[src/rtl/lif_pkg.sv]
// Shared definitions for the LIF neuron core and its serial parameter loader.
package lif_pkg;

    localparam int LIF_PARAM_WIDTH = 8;
    localparam int LIF_NUM_PARAMS  = 4;

    typedef enum logic [1:0] {
        IDLE     = 2'd0,
        SHIFT    = 2'd1,
        WAIT_ACK = 2'd2
    } loader_state_t;

    // Index width that never collapses to zero bits for single-entry ranges.
    function automatic int min1_clog2(input int n);
        return (n > 1) ? $clog2(n) : 1;
    endfunction

endpackage

[src/rtl/lif_param_shifter.sv]
// One parameter word, shifted out MSB-first; flags when the last bit of the word is current.
module lif_param_shifter
    import lif_pkg::*;
#(
    parameter int WIDTH = LIF_PARAM_WIDTH
) (
    input  logic             clk,
    input  logic             reset,
    input  logic             load,
    input  logic             shift,
    input  logic [WIDTH-1:0] load_word,
    output logic             msb_d,
    output logic             last_bit
);

    localparam int IW = min1_clog2(WIDTH);

    logic [WIDTH-1:0] shreg_q, shreg_d;
    logic [IW-1:0]    idx_q, idx_d;

    always_comb begin
        shreg_d = shreg_q;
        idx_d   = idx_q;
        if (load) begin
            shreg_d = load_word;
            idx_d   = '0;
        end else if (shift) begin
            shreg_d = shreg_q << 1;
            idx_d   = idx_q + IW'(1);
        end
    end

    // The next-state MSB lets the parent register the serial line on the same edge.
    assign msb_d    = shreg_d[WIDTH-1];
    assign last_bit = (idx_q == IW'(WIDTH - 1));

    always_ff @(posedge clk) begin
        if (reset) begin
            shreg_q <= '0;
            idx_q   <= '0;
        end else begin
            shreg_q <= shreg_d;
            idx_q   <= idx_d;
        end
    end

endmodule

[src/rtl/lif_param_loader.sv]
// Host-side programmer for the neuron's load_mode/serial_data port: register file,
// frame sequencer and acknowledge/timeout handling.
module lif_param_loader
    import lif_pkg::*;
#(
    parameter int NUM_PARAMS = LIF_NUM_PARAMS,
    parameter int WIDTH      = LIF_PARAM_WIDTH,
    parameter int TIMEOUT    = 255
) (
    input  logic                                clk,
    input  logic                                reset,
    input  logic                                bit_en,
    input  logic                                wr_en,
    input  logic [min1_clog2(NUM_PARAMS)-1:0]   wr_addr,
    input  logic [WIDTH-1:0]                    wr_data,
    input  logic                                start,
    input  logic                                abort,
    input  logic                                params_ready,
    output logic                                load_mode,
    output logic                                serial_data,
    output logic                                busy,
    output logic                                done,
    output logic                                timeout_err
);

    localparam int AW    = min1_clog2(NUM_PARAMS);
    localparam int TOTAL = NUM_PARAMS * WIDTH;
    localparam int BW    = $clog2(TOTAL + 1);
    localparam int TW    = $clog2(TIMEOUT + 1);

    loader_state_t    state_q, state_d;
    logic             start_q, start_d;
    logic             ack_q, ack_d;
    logic [AW-1:0]    word_idx_q, word_idx_d, next_idx;
    logic [BW-1:0]    bit_cnt_q, bit_cnt_d;
    logic [TW-1:0]    wait_cnt_q, wait_cnt_d;
    logic             load_mode_q, load_mode_d;
    logic             serial_data_q, serial_data_d;
    logic             busy_q, busy_d;
    logic             done_q, done_d;
    logic             timeout_err_q, timeout_err_d;
    logic [WIDTH-1:0] regs_q [NUM_PARAMS];
    logic [WIDTH-1:0] regs_d [NUM_PARAMS];

    logic             wr_fire, last_step;
    logic             sh_load, sh_shift, sh_msb_d, sh_last;
    logic [WIDTH-1:0] sh_word;

    // A sampled start is held one cycle before the frame opens, so block writes then.
    assign wr_fire  = wr_en && (state_q == IDLE) && !start_q && (32'(wr_addr) < NUM_PARAMS);
    assign next_idx = word_idx_q + AW'(1);

    for (genvar gi = 0; gi < NUM_PARAMS; gi++) begin : g_regfile
        assign regs_d[gi] = (wr_fire && (wr_addr == AW'(gi))) ? wr_data : regs_q[gi];
    end

    always_comb begin
        sh_load   = 1'b0;
        sh_shift  = 1'b0;
        sh_word   = regs_q[0];
        last_step = 1'b0;
        if ((state_q == IDLE) && start_q) begin
            sh_load = 1'b1;
        end else if ((state_q == SHIFT) && !abort && bit_en) begin
            last_step = (bit_cnt_q == BW'(TOTAL - 1));
            if (!last_step) begin
                if (sh_last) begin
                    sh_load = 1'b1;
                    sh_word = regs_q[next_idx];
                end else begin
                    sh_shift = 1'b1;
                end
            end
        end
    end

    lif_param_shifter #(.WIDTH(WIDTH)) u_shifter (
        .clk       (clk),
        .reset     (reset),
        .load      (sh_load),
        .shift     (sh_shift),
        .load_word (sh_word),
        .msb_d     (sh_msb_d),
        .last_bit  (sh_last)
    );

    always_comb begin
        state_d       = state_q;
        start_d       = 1'b0;
        ack_d         = 1'b0;
        word_idx_d    = word_idx_q;
        bit_cnt_d     = bit_cnt_q;
        wait_cnt_d    = wait_cnt_q;
        load_mode_d   = load_mode_q;
        serial_data_d = serial_data_q;
        busy_d        = busy_q;
        done_d        = 1'b0;
        timeout_err_d = timeout_err_q;
        unique case (state_q)
            IDLE: begin
                start_d = start && !abort && !start_q;
                if (start_q) begin
                    state_d       = SHIFT;
                    word_idx_d    = '0;
                    bit_cnt_d     = '0;
                    load_mode_d   = 1'b1;
                    serial_data_d = sh_msb_d;
                    busy_d        = 1'b1;
                    timeout_err_d = 1'b0;
                end
            end
            SHIFT: begin
                if (abort) begin
                    state_d       = IDLE;
                    load_mode_d   = 1'b0;
                    serial_data_d = 1'b0;
                    busy_d        = 1'b0;
                end else if (bit_en) begin
                    bit_cnt_d = bit_cnt_q + BW'(1);
                    if (last_step) begin
                        state_d       = WAIT_ACK;
                        wait_cnt_d    = '0;
                        load_mode_d   = 1'b0;
                        serial_data_d = 1'b0;
                    end else begin
                        serial_data_d = sh_msb_d;
                        if (sh_last) word_idx_d = next_idx;
                    end
                end
            end
            WAIT_ACK: begin
                // An ack seen on the timeout cycle wins; done follows one cycle later.
                if (abort) begin
                    state_d = IDLE;
                    busy_d  = 1'b0;
                end else if (ack_q) begin
                    state_d = IDLE;
                    busy_d  = 1'b0;
                    done_d  = 1'b1;
                end else begin
                    wait_cnt_d = wait_cnt_q + TW'(1);
                    if (params_ready) begin
                        ack_d = 1'b1;
                    end else if (wait_cnt_q == TW'(TIMEOUT - 1)) begin
                        state_d       = IDLE;
                        busy_d        = 1'b0;
                        timeout_err_d = 1'b1;
                    end
                end
            end
            default: begin
                state_d       = IDLE;
                load_mode_d   = 1'b0;
                serial_data_d = 1'b0;
                busy_d        = 1'b0;
            end
        endcase
    end

    always_ff @(posedge clk) begin
        if (reset) begin
            state_q       <= IDLE;
            start_q       <= 1'b0;
            ack_q         <= 1'b0;
            word_idx_q    <= '0;
            bit_cnt_q     <= '0;
            wait_cnt_q    <= '0;
            load_mode_q   <= 1'b0;
            serial_data_q <= 1'b0;
            busy_q        <= 1'b0;
            done_q        <= 1'b0;
            timeout_err_q <= 1'b0;
            for (int i = 0; i < NUM_PARAMS; i++) regs_q[i] <= '0;
        end else begin
            state_q       <= state_d;
            start_q       <= start_d;
            ack_q         <= ack_d;
            word_idx_q    <= word_idx_d;
            bit_cnt_q     <= bit_cnt_d;
            wait_cnt_q    <= wait_cnt_d;
            load_mode_q   <= load_mode_d;
            serial_data_q <= serial_data_d;
            busy_q        <= busy_d;
            done_q        <= done_d;
            timeout_err_q <= timeout_err_d;
            regs_q        <= regs_d;
        end
    end

    assign load_mode   = load_mode_q;
    assign serial_data = serial_data_q;
    assign busy        = busy_q;
    assign done        = done_q;
    assign timeout_err = timeout_err_q;

endmodule
[config.mk]
export PLATFORM = sky130hd
export DESIGN_NAME = lif_param_loader
export DESIGN_NICKNAME = d
export VERILOG_FILES = /design/src/rtl/lif_pkg.sv /design/src/rtl/lif_param_shifter.sv /design/src/rtl/lif_param_loader.sv
export SDC_FILE = /design/constraint.sdc
export NUM_CORES = 1
export LEC_CHECK = 0
export BUFFER_PORTS_ARGS = -buffer_cell sky130_fd_sc_hd__buf_2
export CORE_MARGIN = 2
export CORE_UTILIZATION = 62
export DETAILED_ROUTE_END_ITERATION = 8
export GPL_TIMING_DRIVEN = 0
export HOLD_SLACK_MARGIN = 0.12
export PLACE_DENSITY = 0.9
export SLEW_MARGIN = 20
export SYNTH_ARGS = -nofsm -noshare
export SYNTH_HDL_FRONTEND = slang
export SYNTH_SLANG_ARGS = --single-unit
export TNS_END_PERCENT = 5
[constraint.sdc]
create_clock -name clk -period 3.3 [get_ports clk]
set_input_delay 0.33 -clock clk [delete_from_list [all_inputs] [get_ports clk]]
set_output_delay 0.33 -clock clk [all_outputs]
set_load 0.02 [all_outputs]
* Word-level counts from Yosys, hierarchy flattened
Index checks and enable logic that the tools add are counted.
Word-level totals: word-level logic and storage cells 148, register bits 68
Cells by class: multiplexer cells 68, equality and inequality tests 23, reduce and logical (&&, ||, !) cells 31, bitwise gates (word level) 3, magnitude comparators 1, add/subtract/negate cells 4
Operator list (count):
- 2-to-1 mux 8 bit | 13
- 2-to-1 mux 1 bit | 30
- 2-to-1 mux 2 bit | 13
- inequality test 2 bit (second input constant) | 11
- 2-to-1 mux 6 bit | 3
- AND reduction 6 bit | 3
- binary-select mux 8 bit (select 2 bit) | 1
- case mux 8 bit (2 select lines) | 1
- case mux 6 bit (2 select lines) | 1
- AND reduction 4 bit | 3
- logical AND 1 bit | 11
- case mux 1 bit (3 select lines) | 3
- adder 8 x 1 -> 8 bit (second input constant) | 1
- == test 8 bit (second input constant) | 1
- inequality test 4 bit (second input constant) | 2
- nonzero test 2 bit | 4
- adder 6 x 1 -> 6 bit (second input constant) | 1
- == test 2 bit (second input constant) | 3
- == test 6 x 5 -> 1 bit (second input constant) | 1
- inequality test 3 bit (second input constant) | 2
- case mux 2 bit (3 select lines) | 1
- AND reduction 5 bit | 1
- == test 2 x 1 -> 1 bit (second input constant) | 2
- logical NOT 2 bit | 2
- other kinds (13) | 16

* Depth between registers and ports, before layout
Gate-level depths: netlist of run 1.
word-level depth 14, mapped depth 7, mapped depth without buffers 7

* Cells and area by module
Synthesis of run 1 repeated with hierarchy kept, for this count alone.
Second synthesis, totals: cell total of the unflattened synthesis 343, area total of the unflattened synthesis 3225.6 µm²
By module, submodules not included:
- lif_param_loader | sequential area each 1141.1 µm², instances 1, cells each 295, area an instance 2718.9 µm²
- lif_param_shifter | sequential area each 220.2 µm², instances 1, cells each 48, area an instance 506.7 µm²

* Least setup slack after synthesis of run 1
OpenSTA, ideal clock, no wires.
kind reg-to-reg, from register u_shifter.idx_q[0], to register serial_data_q, in the netlist serial_data, path slack 1.584 ns, arrival 1.599 ns, stages on the path, launching flop included 8, buffers on the path 0, setup time 0.117 ns, period minus slack after synthesis 1.716 ns, cell sequence dfxtp_1 -> ha_1 -> ha_1 -> inv_1 -> a211o_1 -> a311oi_2 -> o21ai_1 -> a22o_1
Between the ends: longest elaborated chain between the ends 11, elaborated cells on any way between the ends 20
RTL lines:
- start: declaration | RTL line lif_param_shifter.sv:19 | logic [IW-1:0] idx_q, idx_d;
- start signal: assignment | RTL line lif_param_shifter.sv:43 | idx_q <= idx_d;
- == test 3 bit * | RTL line lif_param_shifter.sv:35 | assign last_bit = (idx_q == IW'(WIDTH - 1));
- 2-to-1 mux 1 bit | RTL line lif_param_loader.sv:67 | if (sh_last) begin
- 2-to-1 mux 1 bit | RTL line lif_param_loader.sv:66 | if (!last_step) begin
- 2-to-1 mux 1 bit | RTL line lif_param_loader.sv:64 | end else if ((state_q == SHIFT) && !abort && bit_en) begin
- 2-to-1 mux 1 bit | RTL line lif_param_loader.sv:62 | if ((state_q == IDLE) && start_q) begin
- 2-to-1 mux 8 bit | RTL line lif_param_shifter.sv:27 | end else if (shift) begin
- 2-to-1 mux 8 bit * | RTL line lif_param_shifter.sv:24 | if (load) begin
- 2-to-1 mux 1 bit | RTL line lif_param_loader.sv:120 | if (last_step) begin
- 2-to-1 mux 1 bit | RTL line lif_param_loader.sv:118 | end else if (bit_en) begin
- 2-to-1 mux 1 bit | RTL line lif_param_loader.sv:113 | if (abort) begin
- case mux 1 bit (3 select lines) * | RTL line lif_param_loader.sv:99 | unique case (state_q)
- end signal: assignment | RTL line lif_param_loader.sv:182 | serial_data_q <= serial_data_d;
- end: declaration | RTL line lif_param_loader.sv:38 | logic serial_data_q, serial_data_d;
Mark *: on every way between the ends. The rest lies on a longest branch, timed or not. The select of a mux whose other input is x is not followed. A chain may end at the register's enable or synchronous reset.

* Final worst setup path of run 1
Ends and elaborated chain as after synthesis.

==> impl_metrics.tcl, run 1 <==
set metrics [dict create \
    path_class "reg2reg" \
    dr.pass1.iters 4 \
    start_util_pct 63.2 \
    core_sq_um 5010 \
    wl_per_cell_um 16.0 \
    first_global_vias 2627 \
    p_int_mw 1.17 \
    layout_common_cells "dfxtp_1, nor2_1, mux2i_1" \
    finalWeightedCongestion 0.882 \
    switchingPower_uw 413 \
    setup_viol 0 \
    fillCellCount 409 \
    cts_setup_buffers 0 \
    antenna_found_initial 0 \
    rows 26 \
    worst_setup_path_end_kind "flop" \
    power_frac_comb_pct 7.6 \
    cp.arrival_ns 2.33 \
    die_h_um 75.5 \
    synth_ff_type "dfxtp_1" \
    ys_warn_count 0 \
    clock-sinks 67 \
    areaGrowthSynthToFinish_pct 11.4 \
    cts_hold_buf 0 \
    max_freq_mhz 480 \
    fin_skew_ns 0.00606 \
    cts-root-buf "clkbuf_8" \
    synth_edf_count 0 \
    clk_pin_slew_worst_paths_ns 0.07 \
    syn-cell-area_sq_um 3170 \
    postRouteAntennaNets 0 \
    p_total_mw 1.58 \
    num_vias 2755 \
    worstSkewPairLatency_ns 0.35 \
    synth_nets 376 \
    drive_gt1_share_pct 14.9 \
    power_frac_clock_pct 39.2 \
    hold_path_class "in2reg" \
    cts_buffers 9 \
    dpl.hpwl_um 5100 \
    outcome "finished clean" \
    drt_iter0_markers 179 \
    ctsHtreeMaxLevel 3 \
    routed_wl_um 7310 \
    io_buffers 19 \
    cts_buffer_depth 2 \
    pwr-share-seq_pct 53.3 \
    p_leak_nw 1.43 \
    syn_inst 353 \
    cts_tree "built" \
    globalRouteTotalUtil_pct 28.3 \
    period_share_pct 63.2 \
    finalMaxSlewViolations 0 \
    slew_headroom_pct 58.7 \
    drv_cap 0 \
    cts_resized 0 \
    final.setup.tns_ns 0 \
    cellPowerDensity_nw_per_um2 448 \
    rsz0062_at_grt "false" \
    start_kind "flop" \
    synth-seq-area-share_pct 42.4 \
    postSynthAreaPerCell_sq_um 8.97 \
    grt_max_degree 13 \
    diodes 0 \
    finalNetCount 406 \
    synthDistinctLibCells 51 \
    ys_seq_elements 67 \
    worstPathMaxFanout 7 \
    vdd.ir_drop.worst_mv 0.344 \
    mostFrequentLayoutCell "dfxtp_1" \
    hold_viol_final 0 \
    dieArea_sq_um 5700 \
    pin_count 22 \
    synth-async-reset-ratio_pct 0 \
    drc 0 \
    period_needed_ns 2.08 \
    via_per_inst 6.02 \
    grt.overflow.total 0 \
    tightest_slew_ns 0.618 \
    p_sw_share_pct 26.1 \
    die_w_um 75.5 \
    required_ns 3.54 \
    grt_pass1_wl_um 12000 \
]
[cell type report]
| class | instances | area (sq um) | area share (%) |
|---|---|---|---|
| multi-input cells | 259 | 1700 | 48.2 |
| flip-flops and latches | 67 | 1340 | 38.0 |
| clock buffers | 10 | 138 | 3.90 |
| plain buffers | 23 | 110 | 3.12 |
| repair buffers | 19 | 95.1 | 2.70 |
| well taps | 70 | 87.6 | 2.48 |
| clock inverters | 6 | 41.3 | 1.17 |
| inverters | 4 | 15.0 | 0.426 |
[worst max-delay path, stage by stage, from the launching register on]
cell and delay (ns):
dfxtp_1 0.37, ha_1 0.19, ha_1 0.31, inv_1 0.19
a211o_1 0.37, a311oi_2 0.25, o21ai_1 0.11, a22o_1 0.21
[cell usage after synthesis, types with 2 or more instances]
cell type | number | share of area [%]
dfxtp_1 | 67 | 42
nor2_1 | 59 | 7.0
mux2i_1 | 40 | 13
a21oi_1 | 20 | 3.2
nand2_1 | 20 | 2.4
o21ai_0 | 13 | 2.1
buf_2 | 10 | 1.6
clkbuf_1 | 10 | 1.2
nand3_1 | 10 | 1.6
nor2b_1 | 9 | 1.8
nor3_1 | 7 | 1.1
ha_1 | 6 | 2.4
nand3b_1 | 6 | 1.4
or3_1 | 6 | 1.2
a31oi_1 | 5 | 0.99
nand2b_1 | 5 | 0.99
inv_1 | 4 | 0.47
nand4_1 | 4 | 0.79
a211oi_1 | 3 | 0.71
a21oi_2 | 3 | 0.83
a32oi_1 | 3 | 0.83
o32ai_1 | 3 | 0.83
xnor2_1 | 3 | 0.83
xor2_1 | 3 | 0.83
a211o_1 | 2 | 0.55
a2bb2oi_1 | 2 | 0.55
and3b_1 | 2 | 0.55
and4b_1 | 2 | 0.63
mux2_2 | 2 | 0.71
nor3b_1 | 2 | 0.47
nor4b_2 | 2 | 0.95
[stage by stage]
step                      cells  setup WS [ns]  instance area (sq um)  hold WS (ns)  utilization, %
final                       458           1.22                   3530         0.238            70.4
after global routing        458           1.11                   3530         0.237            70.4
after CTS                   458           1.25                   3530         0.225            70.4
after detailed placement    442           1.31                   3350         0.463            66.9
after global placement      442           1.34                   3350         0.445            66.9
after floorplan             353           1.58                   3170         0.433               -
[power by group through the flow]
stage / registers (mW) / logic [mW] / clock network (mW)
2_1_floorplan: 0.859 / 0.0780 / 0
3_3_place_gp: 0.858 / 0.114 / 0
3_5_place_dp: 0.860 / 0.118 / 0
4_1_cts: 0.841 / 0.119 / 0.624
5_1_grt: 0.844 / 0.131 / 0.656
6_report: 0.842 / 0.120 / 0.619
[metal layers]
metal	wire, um	vias to the layer above	track usage [%]	part of all wire (%)
met5	0	-	0	0
met4	226	0	14.2	3.1
met3	483	30	8.73	6.6
met2	3470	110	45.1	47
met1	3130	1306	34.5	43
li1	-	1309	-	-
[cell families after synthesis]
kind of cell | count (synthesis) | synth area share, %
flops | 67 | 42.4
fa+ha+maj | 6 | 2.37
compound gates | 62 | 12.9
simple gates | 143 | 23.4
mux | 42 | 13.4
xor+xnor | 6 | 1.66
buf+inv | 27 | 3.95
[state kept, by name, indices dropped and copies added (netlist names), 2 cells and up]
signal / flops
bit_cnt_q: 6
state_q: 2
u_shifter.shreg_q: 7
wait_cnt_q: 8
regs_q: 32
u_shifter.idx_q: 3
word_idx_q: 2
[path summary, 6_finish.rpt]
path	slack (ns)	cells past startpoint	start	endpoint
setup / recovery	1.22	7	u_shifter.idx_q[0]	serial_data
hold reg to reg	0.47	2	u_shifter.idx_q[1]	u_shifter.idx_q[1]
hold / removal	0.24	2	start	start_q
setup reg to reg	1.22	7	u_shifter.idx_q[0]	serial_data
No activity file was read; power rests on OpenSTA's default activity.
==> run 2, diff against run 1 <==
Settings changed: CORE_UTILIZATION 62 to 60, PLACE_DENSITY 0.9 to 0.87.
Clock period 3.3 ns to 2 ns, I/O delays scaled along.
==> run 2 against run 1 <==
Register-to-register slack worse by 1.1 ns. Cell count up 0.22%. Sequential share of layout area down 0.62 points. Combinational power up 68%. Cell area up 1.7%. Fmax up 8.7%. Critical path depth unchanged. Worst hold slack worse by 0.10 ns. Clock-buffer cell count up 2. Global-route usage down 2.8 points. Worst setup slack worse by 1.1 ns.
==> impl_metrics.tcl, run 2 (synthesis results as in run 1) <==
set metrics [dict create \
    outcome "finished clean" \
    fin_skew_ns 0.0103 \
    worstSkewPairLatency_ns 0.34 \
    via_per_inst 5.95 \
    globalRouteTotalUtil_pct 25.5 \
    finalMaxSlewViolations 0 \
    cts-root-buf "clkbuf_8" \
    cellPowerDensity_nw_per_um2 774 \
    p_leak_nw 1.46 \
    path_class "reg2reg" \
    rsz0062_at_grt "true" \
    io_buffers 19 \
    ctsHtreeMaxLevel 3 \
    mostFrequentLayoutCell "dfxtp_1" \
    grt.overflow.total 0 \
    start_util_pct 62.0 \
    pre_cts_ws_ns 0.0215 \
    grt_pass1_wl_um 12000 \
    drt_iter0_markers 208 \
    start_kind "flop" \
    multi_input_area_sq_um 1720 \
    die_h_um 76.7 \
    first_global_vias 2566 \
    worstPathMaxFanout 7 \
    wl_per_cell_um 15.9 \
    reg2reg_setup_slack_ns 0.08 \
    grt.busiest_layer "met2" \
    p_total_mw 2.78 \
    dp_cells 442 \
    dpl_cell_area_sq_um 3350 \
    vdd.ir_drop.worst_mv 0.471 \
    dieArea_sq_um 5880 \
    hold_path_class "in2reg" \
    die_w_um 76.7 \
    period_share_pct 95.8 \
    finalWeightedCongestion 0.895 \
    dr.pass1.iters 5 \
    cts_setup_buffers 0 \
    rows 26 \
    max_freq_mhz 522 \
    layout_common_cells "dfxtp_1, nor2_1, mux2i_1" \
    cts_tree "built" \
    fin_area_sq_um 3590 \
    core_sq_um 5110 \
    grtUsageMet3_pct 4.35 \
    required_ns 2.24 \
    postRouteAntennaNets 0 \
    clk_pin_slew_worst_paths_ns 0.07 \
    num_vias 2733 \
    cts_buffers 9 \
    finalNetCount 407 \
    final-instance-count-excl-fill 459 \
    tightest_slew_ns 0.636 \
    cp.arrival_ns 2.15 \
    fillCellCount 397 \
    seqCellArea_sq_um 1340 \
    fin_ws_ns 0.0836 \
    areaGrowthSynthToFinish_pct 13.3 \
    clock-sinks 67 \
    setup_viol 0 \
    drive_gt1_share_pct 15.9 \
    final.setup.tns_ns 0 \
    worst_setup_path_end_kind "flop" \
    antenna_found_initial 0 \
    drv_cap 0 \
    routed_wl_um 7290 \
    top_register "regs_q" \
    largest_reg_flops 32 \
    drc 0 \
    period_needed_ns 1.92 \
    grt.met1_usage_pct 35.0 \
    slew_headroom_pct 57.6 \
    met2_usage_pct 38.7 \
    cts_buffer_depth 2 \
    hold_viol_final 0 \
    pin_count 22 \
    diodes 0 \
    dpl.hpwl_um 4980 \
    grt_max_degree 12 \
    reg_top3 "regs_q (32), wait_cnt_q (8), u_shifter.shreg_q (7)" \
]
## run 2: changes by cell type in the layout (fill, tap and decap cells not counted), sizes merged
| cell | previous run | this run |
|---|---|---|
| bufinv | 0 | 1 |
| dlygate4sd3 | 0 | 1 |
| clkinv | 3 | 2 |
| clkinvlp | 3 | 1 |
| clkbuf | 20 | 22 |
## run 2: through the flow
step	hold WS, ns	utilization, %
global route	0.146	70.2
global placement	0.444	65.6
finish	0.137	70.2
detailed placement	0.456	65.6
CTS	0.127	69.9
floorplan	0.344	-
## run 2: worst paths after layout
path                         to  cells past startpoint                from
max                 serial_data                      7  u_shifter.idx_q[0]
min                       ack_q                      2        params_ready
min reg2reg  u_shifter.idx_q[1]                      2  u_shifter.idx_q[1]
max reg2reg         serial_data                      7  u_shifter.idx_q[0]
## run 2: power breakdown
part	switching, mW	total, mW	leakage (nW)	internal [mW]
Clock	0.513	1.19	0.108	0.673
Sequential	0.0213	1.39	0.543	1.37
Combinational	0.121	0.201	0.807	0.0804
Total	0.655	2.78	1.46	2.12
## run 2: layer usage
layer | wire length (um) | vias to the layer above
met5 | 0 | -
met4 | 100 | 0
met3 | 456 | 10
met2 | 3450 | 92
met1 | 3280 | 1315
li1 | - | 1316
## run 2: final cells by class
type	count	share of cell area [%]
clock buffers	12	4.60
well taps	70	2.44
clock inverters	4	1.33
plain buffers	23	3.07
multi-input cells	259	47.8
inverters	4	0.419
flip-flops and latches	67	37.4
repair buffers	20	2.93
## run 2: critical path: stages, from the launching register on
cell and delay [ns]:
dfxtp_1 0.34, ha_1 0.19, ha_2 0.27, inv_1 0.13
a211o_1 0.34, a311oi_2 0.22, o21ai_1 0.11, a22o_1 0.21
## run 2: what timing repair did
action,4_1_cts,5_1_grt
hold buffers,1,0
resized for setup,0,4
hold endpoints to repair,1,0
endpoints found under the setup margin,0,7
==> run 3, diff against run 2 <==
Settings changed: ABC_AREA set to 1.
==> run 3 against run 2 <==
Combinational power grew 24%. Critical path depth did not move. Routed wire length rose by 1.5%. Register-to-register slack gained 0.12 ns. Sequential power barely moved. Critical endpoint is now ack_q. Largest power group unchanged.
==> impl_metrics.tcl, run 3 <==
set metrics [dict create \
    p_leak_nw 1.51 \
    power_frac_clock_pct 40.9 \
    synth_top_area_share_pct 41.7 \
    r2r-end "ack_q" \
    first_global_vias 2972 \
    outcome "finished clean" \
    cp.arrival_ns 2.10 \
    synth_commonest_cells "nand2_1, dfxtp_1, o21ai_0" \
    yosysTopAreaCell "dfxtp_1" \
    pre_cts_ws_ns 0.342 \
    mostFrequentLayoutCell "nand2_1" \
    final.setup.tns_ns 0 \
    required_ns 2.29 \
    cpLargestDelayFamily "buffers and inverters" \
    critPathMaxStageDelay_ns 0.57 \
    synth_nets 488 \
    fin_skew_ns 0.00954 \
    num_vias 3103 \
    max_freq_mhz 555 \
    diodes 0 \
    wl_per_cell_um 12.8 \
    grt_max_degree 12 \
    finalMaxSlewViolations 0 \
    rsz0062_at_grt "false" \
    path_class "reg2reg" \
    clk_pin_slew_worst_paths_ns 0.08 \
    fin_hold_ws_ns 0.155 \
    power_frac_comb_pct 8.8 \
    die_h_um 77.8 \
    pwr-share-seq_pct 50.3 \
    ys_seq_elements 68 \
    largest_reg_flops 32 \
    reg2reg_setup_slack_ns 0.20 \
    timing.critical_path.buf_inv 3 \
    globalRouteTotalUtil_pct 26.5 \
    final-instance-count-excl-fill 576 \
    top_register "regs_q" \
    io_buffers 21 \
    ctsHtreeMaxLevel 3 \
    ys_warn_count 0 \
    switchingPower_uw 705 \
    seqCellArea_sq_um 1360 \
    p_sw_share_pct 24.9 \
    crit_slowest_cell "dlygate4sd3_1" \
    synth_ff_type "dfxtp_1" \
    worstHoldStart "wr_data[0]" \
    drv_cap 0 \
    min_to "regs_q[8]" \
    synth-seq-area-share_pct 41.7 \
    hold_path_class "in2reg" \
    setup_viol 0 \
    cts-root-buf "clkbuf_8" \
    hold_depth 3 \
    start_kind "flop" \
    cpMostUsedCell "inv_2" \
    drt_iter0_markers 189 \
    pin_count 22 \
    crit_chain "inv_2 > nor2_4 > inv_2 > nor2_1 > nand2_1 > nor3_1 > dlygate4sd3_1" \
    cellPowerDensity_nw_per_um2 765 \
    antenna_found_initial 0 \
    routed_wl_um 7390 \
    fillCellCount 419 \
    dp_cells 556 \
    worstSkewPairLatency_ns 0.35 \
    reg_top3 "regs_q (32), u_shifter.shreg_q (8), wait_cnt_q (8)" \
    syn_inst 465 \
    finalWeightedCongestion 0.895 \
    worst_setup_path_end_kind "flop" \
    via_per_inst 5.39 \
    period_needed_ns 1.80 \
    layout_common_cells "nand2_1, dfxtp_1, o21ai_0" \
    core_sq_um 5170 \
    synth.area.top_cells "dfxtp_1, nand2_1, o21ai_0, a21oi_1, inv_1" \
    dr.pass1.iters 5 \
    synth-async-reset-ratio_pct 0 \
    dpl.hpwl_um 5390 \
    vdd.ir_drop.worst_mv 0.540 \
    reg2reg_from "state_q[1]" \
    multi_input_area_sq_um 1630 \
    die_w_um 77.8 \
    finalNetCount 524 \
    start_util_pct 63.1 \
    fin_ws_ns 0.199 \
    hold_viol_final 0 \
    tightest_slew_ns 0.578 \
    synth.most_common_cell "nand2_1" \
    slew_headroom_pct 61.4 \
    cts_tree "built" \
    postRouteAntennaNets 0 \
    drc 0 \
    cts_buffers 9 \
    period_share_pct 90.1 \
    p_int_mw 2.13 \
    drive_gt1_share_pct 13.4 \
    rows 26 \
    postSynthAreaPerCell_sq_um 7.02 \
    areaGrowthSynthToFinish_pct 13.3 \
    clock-sinks 68 \
    synthDistinctLibCells 29 \
    grt.overflow.total 0 \
    cts_buffer_depth 2 \
    synth_edf_count 0 \
    syn-cell-area_sq_um 3270 \
    r2r_cells 7 \
    worstPathMaxFanout 8 \
    dieArea_sq_um 6050 \
    grt_pass1_wl_um 12800 \
]
## run 3: layout make-up
cell class	count	area share (%)
Tap cell	70	2.37
Multi-Input combinational cell	325	43.9
Buffer	10	1.12
Clock buffer	12	4.19
Sequential cell	68	36.8
Timing Repair Buffer	25	3.92
Clock inverter	4	1.28
Inverter	62	6.39
## run 3: kinds of logic (layout without fill, tap and decap cells)
logic type	count (synthesis)	after routing	share of synthesized area [%]
DFF	68	68	41.7
AOI/OAI and AO/OA	117	117	18.4
adders and majority gates	6	6	2.30
xor gates and xnor gates	3	3	0.805
and+or+nand+nor	199	199	28.4
buffers and inverters	72	113	8.51
## run 3: worst max path at each step
stage	start	end	cells after the start
4_1_cts	state_q[1]	ack_q	7
3_5_place_dp	bit_cnt_q[0]	wait_cnt_q[5]	9
3_3_place_gp	bit_cnt_q[0]	wait_cnt_q[5]	9
6_report	state_q[1]	ack_q	7
2_1_floorplan	bit_cnt_q[0]	wait_cnt_q[5]	9
5_1_grt	bit_cnt_q[0]	wait_cnt_q[7]	9
## run 3: timing repair
item | 4_1_cts | 5_1_grt
resized for setup | 0 | 0
hold buffers | 4 | 0
setup buffers | 0 | 0
hold endpoints to repair | 3 | 0
## run 3: worst register-to-register path, stage by stage (launching register included)
cell           delay (ns)
dfxtp_1              0.46
inv_2                0.11
nor2_4               0.19
inv_2                0.10
nor2_1               0.13
nand2_1              0.06
nor3_1               0.13
dlygate4sd3_1        0.57
## run 3: metal layers
layer / share of wire [%] / up-vias / track usage [%]
li1: - / 1579 / -
met1: 44 / 1422 / 31.9
met2: 50 / 86 / 45.7
met3: 4.4 / 16 / 5.47
met4: 1.8 / 0 / 11.4
met5: 0 / - / 0
## run 3: power by group through the flow
| stage | sequential, mW | combinational (mW) | clock (mW) |
|---|---|---|---|
| 2_1_floorplan | 1.46 | 0.162 | 0 |
| 3_3_place_gp | 1.45 | 0.234 | 0 |
| 3_5_place_dp | 1.46 | 0.242 | 0 |
| 4_1_cts | 1.42 | 0.248 | 1.17 |
| 5_1_grt | 1.43 | 0.284 | 1.23 |
| 6_report | 1.42 | 0.249 | 1.16 |
## run 3: stage by stage
step	instance area [sq um]	power, mW	util [%]
2_1_floorplan	3270	1.62	-
3_3_place_gp	3460	1.69	66.9
4_1_cts	3700	2.84	71.6
6_report	3700	2.83	71.6
3_5_place_dp	3460	1.70	66.9
5_1_grt	3700	2.94	71.6
